## config.mk

```make
export PLATFORM = sky130hd
export DESIGN_NAME = ysyx_22051013_cache_tag_ctrl_flat
export DESIGN_NICKNAME = d
export VERILOG_FILES = /design/src/rtl/ysyx_22051013_cache_tag_ctrl_if.sv /design/src/rtl/ysyx_22051013_cache_tag_ctrl.sv /design/src/flat_wrapper.sv
export SDC_FILE = /design/constraint.sdc
export NUM_CORES = 1
export LEC_CHECK = 0
export ABC_AREA = 1
export CAP_MARGIN = 10
export CORE_ASPECT_RATIO = 1.5
export CORE_MARGIN = 2
export CORE_UTILIZATION = 44
export CTS_BUF_LIST = sky130_fd_sc_hd__clkbuf_16
export CTS_CLUSTER_SIZE = 24
export DETAILED_ROUTE_END_ITERATION = 8
export PLACE_DENSITY = 0.86
export SLEW_MARGIN = 25
export SYNTH_ARGS = -nofsm -noshare
export SYNTH_HDL_FRONTEND = slang
export SYNTH_SLANG_ARGS = --single-unit
```

## constraint.sdc

```tcl
create_clock -name clk -period 2.5 [get_ports clk]
set_input_delay 0.5 -clock clk [delete_from_list [all_inputs] [get_ports clk]]
set_output_delay 0.5 -clock clk [all_outputs]
set_load 0.1 [all_outputs]
```

## src/rtl/ysyx_22051013_cache_tag_ctrl_if.sv

```systemverilog
// Signal bundle between the cache tag controller and its CPU, tag RAM and refill memory neighbours.
// The controller is the master: it owns the tag RAM port and the refill request.
interface ysyx_22051013_cache_tag_ctrl_if #(
    parameter int TAG_W = 24,
    parameter int IDX_W = 5,
    parameter int OFF_W = 3
);
    localparam int ADDR_W = TAG_W + IDX_W + OFF_W;

    logic              cpu_req_valid;
    logic [ADDR_W-1:0] cpu_req_addr;
    logic              cpu_req_ready;
    logic              cpu_resp_valid;
    logic              cpu_resp_hit;

    logic              inv_all;
    logic              inv_busy;

    logic [IDX_W-1:0]  tag_addr;
    logic              tag_we;
    logic [TAG_W:0]    tag_wdata;
    logic [TAG_W-1:0]  tag_rdata;
    logic              tag_rvalid;

    logic              mem_req_valid;
    logic [ADDR_W-1:0] mem_req_addr;
    logic              mem_req_ready;
    logic              mem_resp_valid;

    modport master (
        input  cpu_req_valid, cpu_req_addr, inv_all,
        input  tag_rdata, tag_rvalid,
        input  mem_req_ready, mem_resp_valid,
        output cpu_req_ready, cpu_resp_valid, cpu_resp_hit, inv_busy,
        output tag_addr, tag_we, tag_wdata,
        output mem_req_valid, mem_req_addr
    );

    modport slave (
        output cpu_req_valid, cpu_req_addr, inv_all,
        output tag_rdata, tag_rvalid,
        output mem_req_ready, mem_resp_valid,
        input  cpu_req_ready, cpu_resp_valid, cpu_resp_hit, inv_busy,
        input  tag_addr, tag_we, tag_wdata,
        input  mem_req_valid, mem_req_addr
    );
endinterface

```

## src/rtl/ysyx_22051013_cache_tag_ctrl.sv

```systemverilog
// Lookup/refill controller for a direct-mapped cache tag store, with a full-store
// invalidate sweep after reset and on fence.
module ysyx_22051013_cache_tag_ctrl #(
    parameter int TAG_W = 24,
    parameter int IDX_W = 5,
    parameter int OFF_W = 3
) (
    input logic clk,
    input logic rst_n,
    ysyx_22051013_cache_tag_ctrl_if.master bus
);
    localparam int ADDR_W = TAG_W + IDX_W + OFF_W;
    localparam int LINE_W = TAG_W + IDX_W;

    typedef enum logic [2:0] {
        S_INVAL,
        S_IDLE,
        S_LOOKUP,
        S_MISS_REQ,
        S_MISS_WAIT,
        S_UPDATE,
        S_RESP
    } state_e;

    state_e            state_q, state_d;
    logic [IDX_W-1:0]  cnt_q, cnt_d;
    logic [LINE_W-1:0] line_q, line_d;
    logic              hit_q, hit_d;
    logic              inv_pend_q, inv_pend_d;

    logic [TAG_W-1:0]  line_tag;
    logic [IDX_W-1:0]  line_idx;
    logic [IDX_W-1:0]  req_idx;
    logic              tag_match;
    logic              last_set;
    logic              busy_lookup;
    logic              unused_off;

    assign line_tag    = line_q[LINE_W-1:IDX_W];
    assign line_idx    = line_q[IDX_W-1:0];
    assign req_idx     = bus.cpu_req_addr[OFF_W +: IDX_W];
    assign tag_match   = bus.tag_rvalid && (bus.tag_rdata == line_tag);
    assign last_set    = (cnt_q == {IDX_W{1'b1}});
    assign busy_lookup = (state_q == S_LOOKUP) || (state_q == S_MISS_REQ) ||
                         (state_q == S_MISS_WAIT) || (state_q == S_UPDATE);
    // Byte offset within the line plays no part in tag lookup.
    assign unused_off  = ^bus.cpu_req_addr[OFF_W-1:0];

    always_ff @(posedge clk or negedge rst_n) begin
        if (!rst_n) begin
            state_q    <= S_INVAL;
            cnt_q      <= '0;
            line_q     <= '0;
            hit_q      <= 1'b0;
            inv_pend_q <= 1'b0;
        end else begin
            state_q    <= state_d;
            cnt_q      <= cnt_d;
            line_q     <= line_d;
            hit_q      <= hit_d;
            inv_pend_q <= inv_pend_d;
        end
    end

    always_comb begin
        state_d    = state_q;
        cnt_d      = cnt_q;
        line_d     = line_q;
        hit_d      = hit_q;
        inv_pend_d = inv_pend_q;

        unique case (state_q)
            S_INVAL: begin
                cnt_d = cnt_q + 1'b1;
                if (last_set) begin
                    state_d = S_IDLE;
                end
            end
            S_IDLE: begin
                // A fence wins over a same-cycle lookup; the CPU retries after the sweep.
                if (bus.inv_all) begin
                    state_d = S_INVAL;
                    cnt_d   = '0;
                end else if (bus.cpu_req_valid) begin
                    line_d  = bus.cpu_req_addr[ADDR_W-1:OFF_W];
                    state_d = S_LOOKUP;
                end
            end
            S_LOOKUP: begin
                hit_d   = tag_match;
                state_d = tag_match ? S_RESP : S_MISS_REQ;
            end
            S_MISS_REQ: begin
                if (bus.mem_req_ready) begin
                    state_d = S_MISS_WAIT;
                end
            end
            S_MISS_WAIT: begin
                if (bus.mem_resp_valid) begin
                    state_d = S_UPDATE;
                end
            end
            S_UPDATE: begin
                state_d = S_RESP;
            end
            S_RESP: begin
                if (inv_pend_q || bus.inv_all) begin
                    state_d    = S_INVAL;
                    cnt_d      = '0;
                    inv_pend_d = 1'b0;
                end else begin
                    state_d = S_IDLE;
                end
            end
            default: begin
                state_d = S_INVAL;
                cnt_d   = '0;
            end
        endcase

        // A fence arriving mid-transaction is deferred until the response has gone out.
        if (bus.inv_all && busy_lookup) begin
            inv_pend_d = 1'b1;
        end
    end

    always_comb begin
        bus.cpu_req_ready  = 1'b0;
        bus.cpu_resp_valid = 1'b0;
        bus.cpu_resp_hit   = 1'b0;
        bus.inv_busy       = 1'b0;
        bus.tag_addr       = '0;
        bus.tag_we         = 1'b0;
        bus.tag_wdata      = '0;
        bus.mem_req_valid  = 1'b0;
        bus.mem_req_addr   = '0;

        // Outputs are forced low while reset is held, even though the state sits in INVAL.
        if (rst_n) begin
            bus.tag_addr = line_idx;
            unique case (state_q)
                S_INVAL: begin
                    bus.tag_addr = cnt_q;
                    bus.tag_we   = 1'b1;
                    bus.inv_busy = 1'b1;
                end
                S_IDLE: begin
                    bus.cpu_req_ready = !inv_pend_q;
                    bus.tag_addr      = req_idx;
                end
                S_MISS_REQ: begin
                    bus.mem_req_valid = 1'b1;
                    bus.mem_req_addr  = {line_q, {OFF_W{1'b0}}};
                end
                S_UPDATE: begin
                    bus.tag_we    = 1'b1;
                    bus.tag_wdata = {1'b1, line_tag};
                end
                S_RESP: begin
                    bus.cpu_resp_valid = 1'b1;
                    bus.cpu_resp_hit   = hit_q;
                end
                default: begin
                end
            endcase
        end
    end
endmodule
```

## src/flat_wrapper.sv

```systemverilog
// flat-port wrapper written by rule: the top's interface ports become plain ports
module ysyx_22051013_cache_tag_ctrl_flat 
#(
    parameter int TAG_W = 24,
    parameter int IDX_W = 5,
    parameter int OFF_W = 3
)
  (clk, rst_n, bus_cpu_req_valid, bus_cpu_req_addr, bus_inv_all, bus_tag_rdata, bus_tag_rvalid, bus_mem_req_ready, bus_mem_resp_valid, bus_cpu_req_ready, bus_cpu_resp_valid, bus_cpu_resp_hit, bus_inv_busy, bus_tag_addr, bus_tag_we, bus_tag_wdata, bus_mem_req_valid, bus_mem_req_addr);
  ysyx_22051013_cache_tag_ctrl_if #(.TAG_W(TAG_W), .IDX_W(IDX_W), .OFF_W(OFF_W)) bus_i ();
  input logic clk;
  input logic rst_n;
  input wire logic [$bits(bus_i.cpu_req_valid)-1:0] bus_cpu_req_valid;
  input wire logic [$bits(bus_i.cpu_req_addr)-1:0] bus_cpu_req_addr;
  input wire logic [$bits(bus_i.inv_all)-1:0] bus_inv_all;
  input wire logic [$bits(bus_i.tag_rdata)-1:0] bus_tag_rdata;
  input wire logic [$bits(bus_i.tag_rvalid)-1:0] bus_tag_rvalid;
  input wire logic [$bits(bus_i.mem_req_ready)-1:0] bus_mem_req_ready;
  input wire logic [$bits(bus_i.mem_resp_valid)-1:0] bus_mem_resp_valid;
  output wire logic [$bits(bus_i.cpu_req_ready)-1:0] bus_cpu_req_ready;
  output wire logic [$bits(bus_i.cpu_resp_valid)-1:0] bus_cpu_resp_valid;
  output wire logic [$bits(bus_i.cpu_resp_hit)-1:0] bus_cpu_resp_hit;
  output wire logic [$bits(bus_i.inv_busy)-1:0] bus_inv_busy;
  output wire logic [$bits(bus_i.tag_addr)-1:0] bus_tag_addr;
  output wire logic [$bits(bus_i.tag_we)-1:0] bus_tag_we;
  output wire logic [$bits(bus_i.tag_wdata)-1:0] bus_tag_wdata;
  output wire logic [$bits(bus_i.mem_req_valid)-1:0] bus_mem_req_valid;
  output wire logic [$bits(bus_i.mem_req_addr)-1:0] bus_mem_req_addr;
  assign bus_i.cpu_req_valid = bus_cpu_req_valid;
  assign bus_i.cpu_req_addr = bus_cpu_req_addr;
  assign bus_i.inv_all = bus_inv_all;
  assign bus_i.tag_rdata = bus_tag_rdata;
  assign bus_i.tag_rvalid = bus_tag_rvalid;
  assign bus_i.mem_req_ready = bus_mem_req_ready;
  assign bus_i.mem_resp_valid = bus_mem_resp_valid;
  assign bus_cpu_req_ready = bus_i.cpu_req_ready;
  assign bus_cpu_resp_valid = bus_i.cpu_resp_valid;
  assign bus_cpu_resp_hit = bus_i.cpu_resp_hit;
  assign bus_inv_busy = bus_i.inv_busy;
  assign bus_tag_addr = bus_i.tag_addr;
  assign bus_tag_we = bus_i.tag_we;
  assign bus_tag_wdata = bus_i.tag_wdata;
  assign bus_mem_req_valid = bus_i.mem_req_valid;
  assign bus_mem_req_addr = bus_i.mem_req_addr;
  ysyx_22051013_cache_tag_ctrl #(.TAG_W(TAG_W), .IDX_W(IDX_W), .OFF_W(OFF_W)) u_core (.clk(clk), .rst_n(rst_n), .bus(bus_i));
endmodule
```

==> results.py <==
metrics = {
    "outcome": {
        "status": "completed",
    },
    "drt": {
        "drtAntennaViolNets": 0,
        "vias": 3478,
        "viasPerCell": 5.592,
        "drt_wl_total_um": 12070,
        "drtIter0Drc": 354,
        "drc": 0,
        "routedWlPerCell_um": 19.40,
        "dr.pass1.iters": 5,
    },
    "floorplan": {
        "fp.dieH_um": 99.32,
        "initial_core_util_pct": 45.73,
        "die_area_um2": 6708,
        "num_rows": 34,
        "core_area_um2": 5828,
        "boundaryPins": 131,
        "die_w_um": 67.55,
    },
    "placement": {
        "pre_cts_ws_ps": 286.6,
        "io_buffers": 124,
        "gp_congestion": 0.9516,
        "hpwl_um": 8560,
    },
    "logic_synthesis": {
        "seq_area_frac_synth_pct": 36.62,
        "synthArstFlopShare_pct": 100.0,
        "synth_top_area_share_pct": 36.62,
        "synth_cell_type_count": 30,
        "synth_edf_count": 0,
        "syn_avg_cell_area_um2": 6.286,
        "synth_top_area_cell": "dfrtp_1",
        "synthesis.instances": 424,
        "ys_warn_count": 0,
        "synth_seq_cells": 39,
        "ys.flop_type": "dfrtp_1",
        "yosys-top-cells-area": "dfrtp_1, nor2_1, nand2_1",
        "netlist_area_um2": 2665,
    },
    "power": {
        "p_int_mw": 2.150,
        "power_density_nw_per_um2": 887.2,
        "p_total_mw": 4.652,
        "switching_share_pct": 53.78,
        "ir_drop_mv": 0.9561,
        "clock_power_share_pct": 13.4,
        "combPwrFrac_pct": 62.3,
        "pwr-share-seq_pct": 24.3,
        "p_switching_mw": 2.502,
        "p_leak_nw": 2.414,
    },
    "clock_network": {
        "cts_tree": "done",
        "clockBufferDepth": 2,
        "clock-sinks": 39,
        "htreeDepth": 2,
        "insertion_delay_ps": 290,
        "postCtsHoldBufs": 0,
        "numCtsBuffers": 5,
        "clock-root-buffer": "clkbuf_16",
        "clk_pin_slew_worst_paths_ps": 60,
    },
    "hold_path": {
        "hp-class": "input port to async pin",
    },
    "timing": {
        "setup_slack_ps": 21.85,
        "fmax_ghz": 0.4035,
        "max_slew.worst_pin.slew_ps": 533.2,
        "fin_crit_sh_pct": 99.13,
        "finalCriticalPeriod_ps": 2478,
        "setup_viol": 0,
        "slew_headroom_pct": 64.45,
        "finalHoldViolCount": 0,
        "fin_worst_skew_ps": 4.567,
        "drv_slew": 0,
    },
    "setup_path": {
        "end_kind": "output port",
        "arrival_ps": 1980,
        "worstPathMaxFanout": 24,
        "crit_path_start_kind": "flip-flop",
        "cp.required_ps": 2000,
        "reg2reg_to": "u_core.cnt_q[4]",
        "r2r_start": "u_core.state_q[0]",
        "criticalPathCategory": "flip-flop to output port",
        "rrSetupSlack_ps": 600,
        "worst_r2r_path_depth": 10,
    },
    "cells_and_area": {
        "fillers": 248,
        "final-seq-area_um2": 977.2,
        "multiInputGateArea_um2": 1821,
        "drive_gt1_share_pct": 28.55,
        "antenna_cells": 0,
        "syn_to_final_growth_pct": 96.76,
        "post-route-util_pct": 89.97,
        "final_nets": 615,
    },
    "run": {
        "drv_cap": 0,
    },
    "global_routing": {
        "grt_max_degree": 59,
        "grt_pass1_wl_um": 18540,
        "track_usage_pct": 37.23,
        "grt_overflow": 0,
        "first_global_vias": 3728,
        "antenna_found_initial": 0,
    },
}
[flip-flops by register name, indices dropped and copies added, names as in the netlist]
register           count
u_core.line_q         29
u_core.inv_pend_q      1
u_core.state_q         3
u_core.cnt_q           5
u_core.hit_q           1
[power by group through the flow]
stage	registers [mW]	clock network, mW	logic (mW)
after global routing	1.15	0.638	3.06
final	1.13	0.623	2.90
after CTS	1.11	0.616	2.86
after detailed placement	1.11	0	2.79
after global placement	1.09	0	2.66
after floorplan	1.06	0	1.96
[cells in the mapped netlist (3+ instances only)]
master and instances:
nor2_1 117, nand2_1 97, inv_1 65, dfrtp_1 39
a21oi_1 30, nand3_1 14, o21ai_0 10, xnor2_1 6
a31oi_1 4, clkbuf_1 4, buf_2 3, buf_4 3
buf_6 3, nand2_2 3, nor3_1 3, or2_2 3
[per-layer routing]
metal  part of all wire (%)  wire length, um  vias up  GRT usage, %
li1                       -                -     1540             -
met1                     31             3746     1601         36.99
met2                     54             6558      254         66.74
met3                    7.3              886       83         7.919
met4                    7.3              876        0         24.02
met5                      0                0        -             0
[worst max-delay path, stage by stage (launching register included)]
cell     delay, ps
dfrtp_1        500
inv_2          110
nor2_1         120
nand2_1        150
nor2_4         230
inv_8          160
nor2_4         180
buf_12         190
[per-stage QoR]
stage                     hold slack, ps  TNS [ps]  cells  area (um2)
after floorplan                    204.4     -4536    426        3198
after global placement             493.5         0    614        5091
after detailed placement           490.4         0    614        5091
after CTS                          309.6         0    621        5228
after global routing               340.2    -314.2    622        5244
final                              287.7         0    622        5244
[repair_timing]
action                                  4_1_cts  5_1_grt
pin swaps                                     0        2
gates resized for setup                       1        3
buffers inserted                              0        1
endpoints found under the setup margin        1       42
[cell type report]
class,instances,area share (%)
Sequential cell,39,18.64
Clock inverter,2,0.1670
Tap cell,72,1.718
Clock buffer,5,2.386
Inverter,67,4.939
Multi-Input combinational cell,305,34.72
Timing Repair Buffer,132,37.44
[cell usage in the layout (no fill, tap or decap), types with 4 or more instances in the layout]
cell             Yosys  layout
nand3_1             14      14
nor2_4               0      55
buf_4                3       6
inv_1               65      63
buf_12               0      66
a31oi_2              0       4
clkdlybuf4s50_1      0      58
clkbuf_16            0       5
xnor2_1              6       6
nor2_1             117      60
dfrtp_1             39      38
o21ai_0             10      10
a21oi_1             30      29
nand2_1             97      97
[worst max-delay path by stage]
stage	start	end	depth (start not counted)
2_1_floorplan	rst_n	bus_cpu_resp_valid	3
3_3_place_gp	rst_n	bus_tag_wdata[11]	6
3_5_place_dp	rst_n	bus_tag_wdata[11]	6
4_1_cts	u_core.state_q[2]	bus_mem_req_addr[11]	7
5_1_grt	u_core.state_q[1]	bus_tag_addr[1]	6
6_report	u_core.state_q[0]	bus_tag_wdata[0]	7
[logic make-up (layout without fill, tap and decap cells)]
| kind of cell | after synthesis | after routing | share of synthesized area [%] |
|---|---|---|---|
| AOI/OAI and AO/OA | 50 | 50 | 10.19 |
| xor gates and xnor gates | 8 | 8 | 2.629 |
| adders and majority gates | 2 | 2 | 0.9388 |
| buffers and inverters | 82 | 206 | 12.96 |
| DFF | 39 | 39 | 36.62 |
| other | 1 | 3 | 0.1407 |
| and+or+nand+nor | 242 | 242 | 36.53 |
No activity file was read; power rests on OpenSTA's default activity.
